==> config.mk <==
export PLATFORM = sky130hd
export DESIGN_NAME = sd_sector_reader
export DESIGN_NICKNAME = d
export VERILOG_FILES = /design/src/rtl/sd_rd_pkg.sv /design/src/rtl/sd_sector_reader_sector_buf.sv /design/src/rtl/sd_sector_reader.sv
export SDC_FILE = /design/constraint.sdc
export NUM_CORES = 2
export LEC_CHECK = 0
export CAP_MARGIN = 20
export CORE_MARGIN = 2
export CORE_UTILIZATION = 45
export CTS_CLUSTER_SIZE = 8
export DETAILED_ROUTE_END_ITERATION = 16
export HOLD_SLACK_MARGIN = 0.15
export PLACE_DENSITY = 0.6
export SLEW_MARGIN = 5
export SYNTH_ARGS = -nofsm -noshare
export SYNTH_HDL_FRONTEND = slang
export SYNTH_SLANG_ARGS = --single-unit
==> constraint.sdc <==
create_clock -name clk -period 3.1 [get_ports clk]
set_input_delay 0.62 -clock clk [delete_from_list [all_inputs] [get_ports clk]]
set_output_delay 0.62 -clock clk [all_outputs]
set_load 0.03 [all_outputs]
==> src/rtl/sd_rd_pkg.sv <==
// Shared types and constants for the SD sector reader.
package sd_rd_pkg;

  typedef enum logic [2:0] {
    IDLE    = 3'd0,
    REQ     = 3'd1,
    FILL    = 3'd2,
    SEND    = 3'd3,
    WAIT_TX = 3'd4
  } state_t;

  localparam int unsigned DEF_SECTOR_BYTES = 512;

  localparam logic [7:0] ASCII_CR = 8'h0D;
  localparam logic [7:0] ASCII_LF = 8'h0A;

  // Nibble to uppercase ASCII hex digit.
  function automatic logic [7:0] hex_ascii(input logic [3:0] nib);
    if (nib < 4'd10) return 8'h30 + {4'h0, nib};
    else             return 8'h37 + {4'h0, nib};
  endfunction

endpackage

==> src/rtl/sd_sector_reader_sector_buf.sv <==
// Simple dual-port sector RAM with a registered 1-cycle read port.
module sector_buf
  import sd_rd_pkg::*;
#(
  parameter int unsigned DEPTH = DEF_SECTOR_BYTES,
  parameter int unsigned AW    = $clog2(DEF_SECTOR_BYTES)
) (
  input  logic          clk,
  input  logic          we,
  input  logic [AW-1:0] waddr,
  input  logic [7:0]    wdata,
  input  logic [AW-1:0] raddr,
  output logic [7:0]    rdata
);

  logic [7:0] mem [DEPTH];

  // Write port and registered read; no reset so the array maps to block RAM.
  always_ff @(posedge clk) begin
    if (we) mem[waddr] <= wdata;
    rdata <= mem[raddr];
  end

endmodule

==> src/rtl/sd_sector_reader.sv <==
// Reads one SD sector into a local buffer and streams it out over UART_TX.
// Optional build macro SD_READER_HEX_DUMP_EN: send each byte as two ASCII hex
// characters with CR/LF after every 16 bytes instead of raw binary.
module sd_sector_reader
  import sd_rd_pkg::*;
#(
  parameter int unsigned SECTOR_BYTES = DEF_SECTOR_BYTES,
  parameter logic [23:0] TIMEOUT_CYC  = 24'd12_000_000,
  parameter int unsigned CNT_W        = $clog2(SECTOR_BYTES) + 1
) (
  input  logic        clk,
  input  logic        rstn,
  input  logic        start,
  input  logic [31:0] sector,
  output logic        busy,
  output logic        done,
  output logic        err,
  output logic [31:0] sd_raddr,
  output logic        sd_rena,
  input  logic        sd_rready,
  input  logic        sd_rvalid,
  input  logic [7:0]  sd_rdata,
  output logic        tx_dv,
  output logic [7:0]  tx_byte,
  input  logic        tx_active,
  input  logic        tx_done
);

  localparam int unsigned      AW      = CNT_W - 1;
  localparam logic [CNT_W-1:0] FULL    = CNT_W'(SECTOR_BYTES);
  localparam logic [23:0]      TO_LAST = TIMEOUT_CYC - 24'd1;

  state_t           state, state_nxt;
  logic [CNT_W-1:0] wcnt, wcnt_nxt;
  logic [CNT_W-1:0] rcnt, rcnt_nxt;
  logic [23:0]      tcnt, tcnt_nxt;
  logic             rd_pend, rd_pend_nxt;
  logic             busy_nxt, done_nxt, err_nxt, rena_nxt, dv_nxt;
  logic [31:0]      raddr_nxt;
  logic [7:0]       byte_nxt;
  logic [7:0]       rd_data;
  logic             we;
`ifdef SD_READER_HEX_DUMP_EN
  logic [1:0]       ph, ph_nxt;   // 0: hi nibble, 1: lo nibble, 2: CR, 3: LF
`endif

  sector_buf #(
    .DEPTH (SECTOR_BYTES),
    .AW    (AW)
  ) u_buf (
    .clk   (clk),
    .we    (we),
    .waddr (wcnt[AW-1:0]),
    .wdata (sd_rdata),
    .raddr (rcnt[AW-1:0]),
    .rdata (rd_data)
  );

  // Next-state, counter and output decode.
  always_comb begin
    state_nxt   = state;
    wcnt_nxt    = wcnt;
    rcnt_nxt    = rcnt;
    tcnt_nxt    = tcnt;
    rd_pend_nxt = rd_pend;
    raddr_nxt   = sd_raddr;
    byte_nxt    = tx_byte;
    rena_nxt    = 1'b0;
    dv_nxt      = 1'b0;
    done_nxt    = 1'b0;
    err_nxt     = 1'b0;
    we          = 1'b0;
`ifdef SD_READER_HEX_DUMP_EN
    ph_nxt      = ph;
`endif
    unique case (state)
      IDLE: begin
        if (start) begin
          raddr_nxt   = sector;
          wcnt_nxt    = '0;
          rcnt_nxt    = '0;
          tcnt_nxt    = '0;
          rd_pend_nxt = 1'b0;
`ifdef SD_READER_HEX_DUMP_EN
          ph_nxt      = 2'd0;
`endif
          state_nxt   = REQ;
        end
      end
      REQ: begin
        if (tcnt == TO_LAST) begin
          err_nxt   = 1'b1;
          state_nxt = IDLE;
        end else begin
          tcnt_nxt = tcnt + 24'd1;
          if (sd_rready) begin
            rena_nxt  = 1'b1;
            state_nxt = FILL;
          end
        end
      end
      FILL: begin
        if (tcnt == TO_LAST) begin
          err_nxt   = 1'b1;
          state_nxt = IDLE;
        end else begin
          tcnt_nxt = tcnt + 24'd1;
          if (wcnt == FULL) begin
            rcnt_nxt    = '0;
            rd_pend_nxt = 1'b0;
            state_nxt   = SEND;
          end else if (sd_rvalid) begin
            we       = 1'b1;
            wcnt_nxt = wcnt + CNT_W'(1);
          end
        end
      end
      SEND: begin
        // First cycle issues the RAM read; second cycle launches the character.
        if (rd_pend) begin
          rd_pend_nxt = 1'b0;
          dv_nxt      = 1'b1;
          state_nxt   = WAIT_TX;
`ifdef SD_READER_HEX_DUMP_EN
          unique case (ph)
            2'd0:    byte_nxt = hex_ascii(rd_data[7:4]);
            2'd1:    byte_nxt = hex_ascii(rd_data[3:0]);
            2'd2:    byte_nxt = ASCII_CR;
            default: byte_nxt = ASCII_LF;
          endcase
`else
          byte_nxt    = rd_data;
`endif
        end else if (!tx_active) begin
          rd_pend_nxt = 1'b1;
        end
      end
      WAIT_TX: begin
        if (tx_done) begin
          state_nxt = SEND;
`ifdef SD_READER_HEX_DUMP_EN
          unique case (ph)
            2'd0: ph_nxt = 2'd1;
            2'd1: begin
              rcnt_nxt = rcnt + CNT_W'(1);
              ph_nxt   = (rcnt[3:0] == 4'hF) ? 2'd2 : 2'd0;
            end
            2'd2: ph_nxt = 2'd3;
            default: begin
              ph_nxt = 2'd0;
              if (rcnt == FULL) begin
                done_nxt  = 1'b1;
                state_nxt = IDLE;
              end
            end
          endcase
`else
          rcnt_nxt = rcnt + CNT_W'(1);
          if (rcnt_nxt == FULL) begin
            done_nxt  = 1'b1;
            state_nxt = IDLE;
          end
`endif
        end
      end
      default: state_nxt = IDLE;
    endcase
    busy_nxt = (state_nxt != IDLE);
  end

  // State and output registers.
  always_ff @(posedge clk or negedge rstn) begin
    if (!rstn) begin
      state    <= IDLE;
      wcnt     <= '0;
      rcnt     <= '0;
      tcnt     <= '0;
      rd_pend  <= 1'b0;
      busy     <= 1'b0;
      done     <= 1'b0;
      err      <= 1'b0;
      sd_rena  <= 1'b0;
      sd_raddr <= '0;
      tx_dv    <= 1'b0;
      tx_byte  <= '0;
`ifdef SD_READER_HEX_DUMP_EN
      ph       <= 2'd0;
`endif
    end else begin
      state    <= state_nxt;
      wcnt     <= wcnt_nxt;
      rcnt     <= rcnt_nxt;
      tcnt     <= tcnt_nxt;
      rd_pend  <= rd_pend_nxt;
      busy     <= busy_nxt;
      done     <= done_nxt;
      err      <= err_nxt;
      sd_rena  <= rena_nxt;
      sd_raddr <= raddr_nxt;
      tx_dv    <= dv_nxt;
      tx_byte  <= byte_nxt;
`ifdef SD_READER_HEX_DUMP_EN
      ph       <= ph_nxt;
`endif
    end
  end

endmodule

# Word-level counts from Yosys, hierarchy flattened

Memories as Yosys holds them, arrays and structs flattened. A register that Yosys moved wholly into a read port is not among the register bits.
Cells that the tools add are included.

Output and inout bits: 45
RAM bits: 4096
Register bits: 93
ROM bits: 0
Word-level logic and storage cells: 86
Latch bits: 0
Memories: 1
Bits of input ports: 47

Memories:

| memory    | depth | width | read ports | clocked after Yosys merged registers in | wr ports | line                              | source |
|---|---|---|---|---|---|---|---|
| u_buf.mem | 512   | 8     | 1          | 1                                       | 1        | sd_sector_reader_sector_buf.sv:16 | `logic [7:0] mem [DEPTH];` |

Equality and inequality tests: 14
Div/mod/pow operators: 0
Reductions and logical operators: 13
Multiply operators: 0
Magnitude comparators: 0
Muxes and demuxes: 43
Shifts and indexed selects: 0
Add/sub/neg operators: 3
Bitwise gates (word level): 0

Operators by type and width:

| operator                                                              | count |
|---|---|
| 10-bit 2-to-1 mux                                                     | 7 |
| 24-bit 2-to-1 mux                                                     | 2 |
| 24-bit one-hot mux with 2 select lines                                | 1 |
| 10-bit one-hot mux with 3 select lines                                | 1 |
| 24-bit by 1-bit adder with 24-bit output, second input constant       | 1 |
| 24-bit equality test, second input constant                           | 1 |
| 1-bit 2-to-1 mux                                                      | 21 |
| 3-bit 2-to-1 mux                                                      | 7 |
| 10-bit by 1-bit adder with 10-bit output, second input constant       | 2 |
| 10-bit equality test, second input constant                           | 2 |
| 10-bit one-hot mux with 2 select lines                                | 1 |
| 3-bit one-hot mux with 5 select lines                                 | 1 |
| 2-bit != test, second input constant                                  | 7 |
| 5-bit AND reduction                                                   | 2 |
| 3-bit nonzero test                                                    | 3 |
| 3-bit by 2-bit equality test with 1-bit output, second input constant | 2 |
| 2-bit AND reduction                                                   | 2 |
| 4-bit AND reduction                                                   | 1 |
| 2-bit nonzero test                                                    | 2 |
| 3-bit by 1-bit equality test with 1-bit output, second input constant | 1 |
| 3-bit equality test, second input constant                            | 1 |
| 3-bit zero test                                                       | 1 |
| 1-bit one-hot mux with 3 select lines                                 | 1 |
| 3-bit AND reduction                                                   | 1 |
| 2 further kinds                                                       | 2 |

# Longest topological paths before layout

Word-level depth: 6
Depth in mapped cells: 13
Mapped depth without buffers: 10

# By module

A second synthesis with hierarchy kept.

Cell total of the unflattened synthesis: 8529
Area total of the unflattened synthesis: 164423.9 um2

Modules (own cells, without submodules):

| module           | cells an instance | sequential area each (um2) | area each (um2) | times used |
|---|---|---|---|---|
| sector_buf       | 8030              | 123158.1                   | 159927.1        | 1 |
| sd_sector_reader | 499               | 2327.2                     | 4496.8          | 1 |

# Least setup slack after synthesis

OpenSTA, ideal clock, no wires.

Kind: register to register
From: reg tcnt[13]
To: mem u_buf.mem[10][0], enable pin
Arrival time: 2.620 ns
Buffers on the path: 1
Setup slack: 0.195 ns
Required time: 2.815 ns
Stages on the path, launching flop included: 8
Period minus slack after synthesis: 2.905 ns
Setup time: 0.285 ns
Cells stage by stage: dfrtp_1 -> or4b_1 -> or4_4 -> nor4_4 -> and2b_1 -> nand2_1 -> clkbuf_1 -> nor2_1

Cells in the longest elaborated chain, start to end: 5

Ends and longest elaborated chain:

| item                                   | line                              | source |
|---|---|---|
| start: declaration                     | sd_sector_reader.sv:36            | `logic [23:0] tcnt, tcnt_nxt;` |
| start signal: assignment               | sd_sector_reader.sv:193           | `tcnt <= tcnt_nxt;` |
| 24-bit equality test                   | sd_sector_reader.sv:103           | `if (tcnt == TO_LAST) begin` |
| 1-bit 2-to-1 mux                       | sd_sector_reader.sv:103           |  |
| 1-bit 2-to-1 mux                       | sd_sector_reader.sv:76            | `unique case (state)` |
| 1-bit 2-to-1 mux                       | sd_sector_reader_sector_buf.sv:20 | `if (we) mem[waddr] <= wdata;` |
| 1-bit 2-to-1 mux (not written as such) | sd_sector_reader_sector_buf.sv:20 |  |
| end: declaration                       | sd_sector_reader_sector_buf.sv:16 |  |

Every way passes these cells.

==> metrics.cfg <==
[layout]
drive_above_1_share_pct = 36.0
fillCellCount = 26900
final_common_cell = edfxtp_1
syn_to_final_growth_pct = 23.7
final_cell_mix = edfxtp_1 (4096), buf_4 (1328), mux4_2 (1026)
fin_nets = 9721
multi_input_area_um2 = 37000
seq_area_um2 = 126000
final_util_pct = 55.9

[clocking]
htree_num_levels = 6
clock_latency_ps = 1040
cts_max_path_buffers = 4
cts.clk_slew.worst_paths_ps = 50
cts_sinks = 4197
cts_buffers = 595
root_buffer = clkbuf_16
cts_tree = yes

[timing]
grt_setup_unrepaired = true
fmax_mhz = 272
min_period_ps = 3670
slew_viol_final = 0
finalWorstSetupSlack_ps = -574
setup_viol = 8
fin_worst_skew_ps = 61.8
holdWs_ps = 277
worst_slew_pin_slew_ps = 1140
slew-limit-headroom_pct = 23.4
fin_crit_sh_pct = 119
hold_viol_final = 0

[global_routing]
grtUsageTotal_pct = 25.5
grt_max_degree = 152
antenna_found_initial = 28
grt_overflow = 0
grt_pass1_vias = 89400
grt_pass1_wl_um = 665000

[yosys]
synth_flop_cell = edfxtp_1
synth_edf_count = 4096
synth_cell_types = 79
synth_area_um2 = 163000
ys_seq_area_share_pct = 76.8
avgSynthCellArea_um2 = 20.9
syn-num-nets = 7859
synth-seq-cells = 4197
synth_cells = 7806
ys_warn_count = 0
ys_async_sr_fraction_pct = 2.22

[detailed_routing]
routedWlPerCell_um = 32.1
drc = 0
wirelength_um = 469000
ant_nets = 0
via_per_inst = 6.00
dr.first_iter.drc_count = 11800
vias = 87700
dr.pass1.iters = 6

[setup_path]
end_kind = register
worstPathMaxFanout = 8
cp.arrival_ps = 4560
cp.required_ps = 3990
start_kind = register
critical_path_class = reg -> reg

[die]
fp.dieH_um = 606
io_pins = 92
initial_utilization_pct = 45.2
die_area_um2 = 368000
rows = 221
core_area_um2 = 362000
die_w_um = 606

[power]
ir_drop_v = 0.000669
power_density_nw_per_um2 = 649
leakage_uw = 0.0649

[placed_design]
port_buffers = 91
place_congestion = 0.881
dp_hpwl_um = 299000

[job]
drv_cap = 0

[worst_hold_path]
hold_path_class = in -> reg

[outcome]
status = complete, but fails checks
violations = setup timing

==> metrics by stage <==
stage	TNS, ps	area (µm²)	setup slack, ps	instances	power, µW
after CTS	-2330	201000	-417	14600	132000
after global placement	-409010	182000	-1200	13700	72900
after floorplan	0	163000	195	7806	68200
after detailed placement	-500640	182000	-1180	13700	73000
final	-2580	202000	-574	14600	131000
after global routing	-2670	202000	-428	14600	135000
==> cell families after synthesis <==
| kind of cell | Yosys count | synth area share, % |
|---|---|---|
| DFF | 4197 | 76.8 |
| muxes | 1398 | 16.4 |
| and+or+nand+nor | 1142 | 2.91 |
| AOI/OAI and AO/OA | 543 | 2.25 |
| buffers and inverters | 495 | 1.38 |
| xor gates and xnor gates | 25 | 0.134 |
| adders and majority gates | 6 | 0.0460 |
==> state kept, by name, summed over array words and instances, names as in the netlist <==
register / cells
tx_dv: 1
err: 1
u_buf.rdata: 8
tx_byte: 8
state: 3
wcnt: 10
tcnt: 24
sd_rena: 1
rcnt: 10
sd_raddr: 32
rd_pend: 1
done: 1
busy: 1
u_buf.mem: 4096
==> power breakdown <==
group	leakage [µW]	switching (µW)	internal [µW]	total (µW)
logic	0.0189	5720	3960	9680
clock network	0.00797	23300	35000	58300
registers	0.0381	378	62800	63100
==> what timing repair did <==
action                     in CTS  in global routing
cloned                         10                  2
pin swaps                      28                 17
hold endpoints to repair      324                  0
setup buffers                  78                 16
hold buffers                   41                  0
gates resized for setup       256                 94
setup endpoints to repair     733               1506
==> area by class of cell <==
type	instances	share of cell area [%]
flip-flops and latches	4197	62.1
multi-input cells	3114	18.3
repair buffers	1746	8.41
clock buffers	698	7.67
well taps	4794	2.97
clock inverters	47	0.458
inverters	14	0.0341
diodes	10	0.0124
==> final timing paths <==
path / slack [ps] / cells after the start / start / endpoint
max in group asynchronous: 1210 / 4 / rstn / sd_raddr[26]
setup / recovery: -570 / 15 / rcnt[0] / u_buf.rdata[6]
hold reg to reg: 420 / 2 / u_buf.rdata[7] / tx_byte[7]
setup reg to reg: -570 / 15 / rcnt[0] / u_buf.rdata[6]
hold / removal: 280 / 1 / sd_rdata[6] / u_buf.mem[175][6]
min in group asynchronous: 730 / 3 / rstn / sd_raddr[14]
==> metal layers <==
metal  wire (µm)  track usage [%]  vias to the layer above  share of wire, %
li1            -                -                    35900                 -
met1      185000             35.3                    46700                39
met2      224000             40.8                     4428                48
met3       42400             4.94                      730               9.0
met4       17300             8.49                        0               3.7
met5           0                0                        -                 0
==> worst max-delay path, stage by stage, from the launching register on <==
cell and delay (ps):
dfrtp_4 500, buf_12 170, buf_12 150, buf_12 140, buf_12 130, buf_12 130, mux4_2 440, mux2i_2 190
a22oi_2 180, a31oi_1 210, buf_4 160, nand3_4 110, nor2_4 130, buf_6 140, nand4_1 440, o31a_1 270
==> cells in the mapped netlist, types with 5 or more instances <==
| cell | count | area share [%] |
|---|---|---|
| a21oi_1 | 73 | 0.22 |
| a221oi_1 | 35 | 0.19 |
| a22o_1 | 7 | 0.038 |
| a22oi_1 | 55 | 0.25 |
| a31oi_1 | 36 | 0.14 |
| and2_1 | 8 | 0.031 |
| and3_1 | 10 | 0.038 |
| buf_1 | 26 | 0.060 |
| buf_2 | 232 | 0.71 |
| buf_4 | 26 | 0.12 |
| clkbuf_1 | 196 | 0.45 |
| dfrtp_1 | 93 | 1.4 |
| dfxtp_1 | 8 | 0.098 |
| edfxtp_1 | 4096 | 75 |
| ha_1 | 6 | 0.046 |
| inv_1 | 11 | 0.025 |
| mux2_2 | 6 | 0.041 |
| mux2i_1 | 366 | 2.2 |
| mux4_2 | 1026 | 14 |
| nand2_1 | 299 | 0.69 |
| nand2b_1 | 29 | 0.11 |
| nand3_1 | 42 | 0.13 |
| nand4_1 | 9 | 0.034 |
| nor2_1 | 659 | 1.5 |
| nor2b_1 | 14 | 0.054 |
| nor3_1 | 18 | 0.055 |
| nor4_1 | 5 | 0.019 |
| o211ai_1 | 19 | 0.087 |
| o21a_1 | 6 | 0.028 |
| o21ai_0 | 137 | 0.42 |
| o221ai_1 | 92 | 0.49 |
| o22ai_1 | 37 | 0.14 |
| o31ai_1 | 7 | 0.032 |
| or2_2 | 5 | 0.019 |
| or3_1 | 14 | 0.054 |
| xnor2_1 | 8 | 0.043 |
| xor2_1 | 17 | 0.091 |
Power figures use the tool's default switching activity.
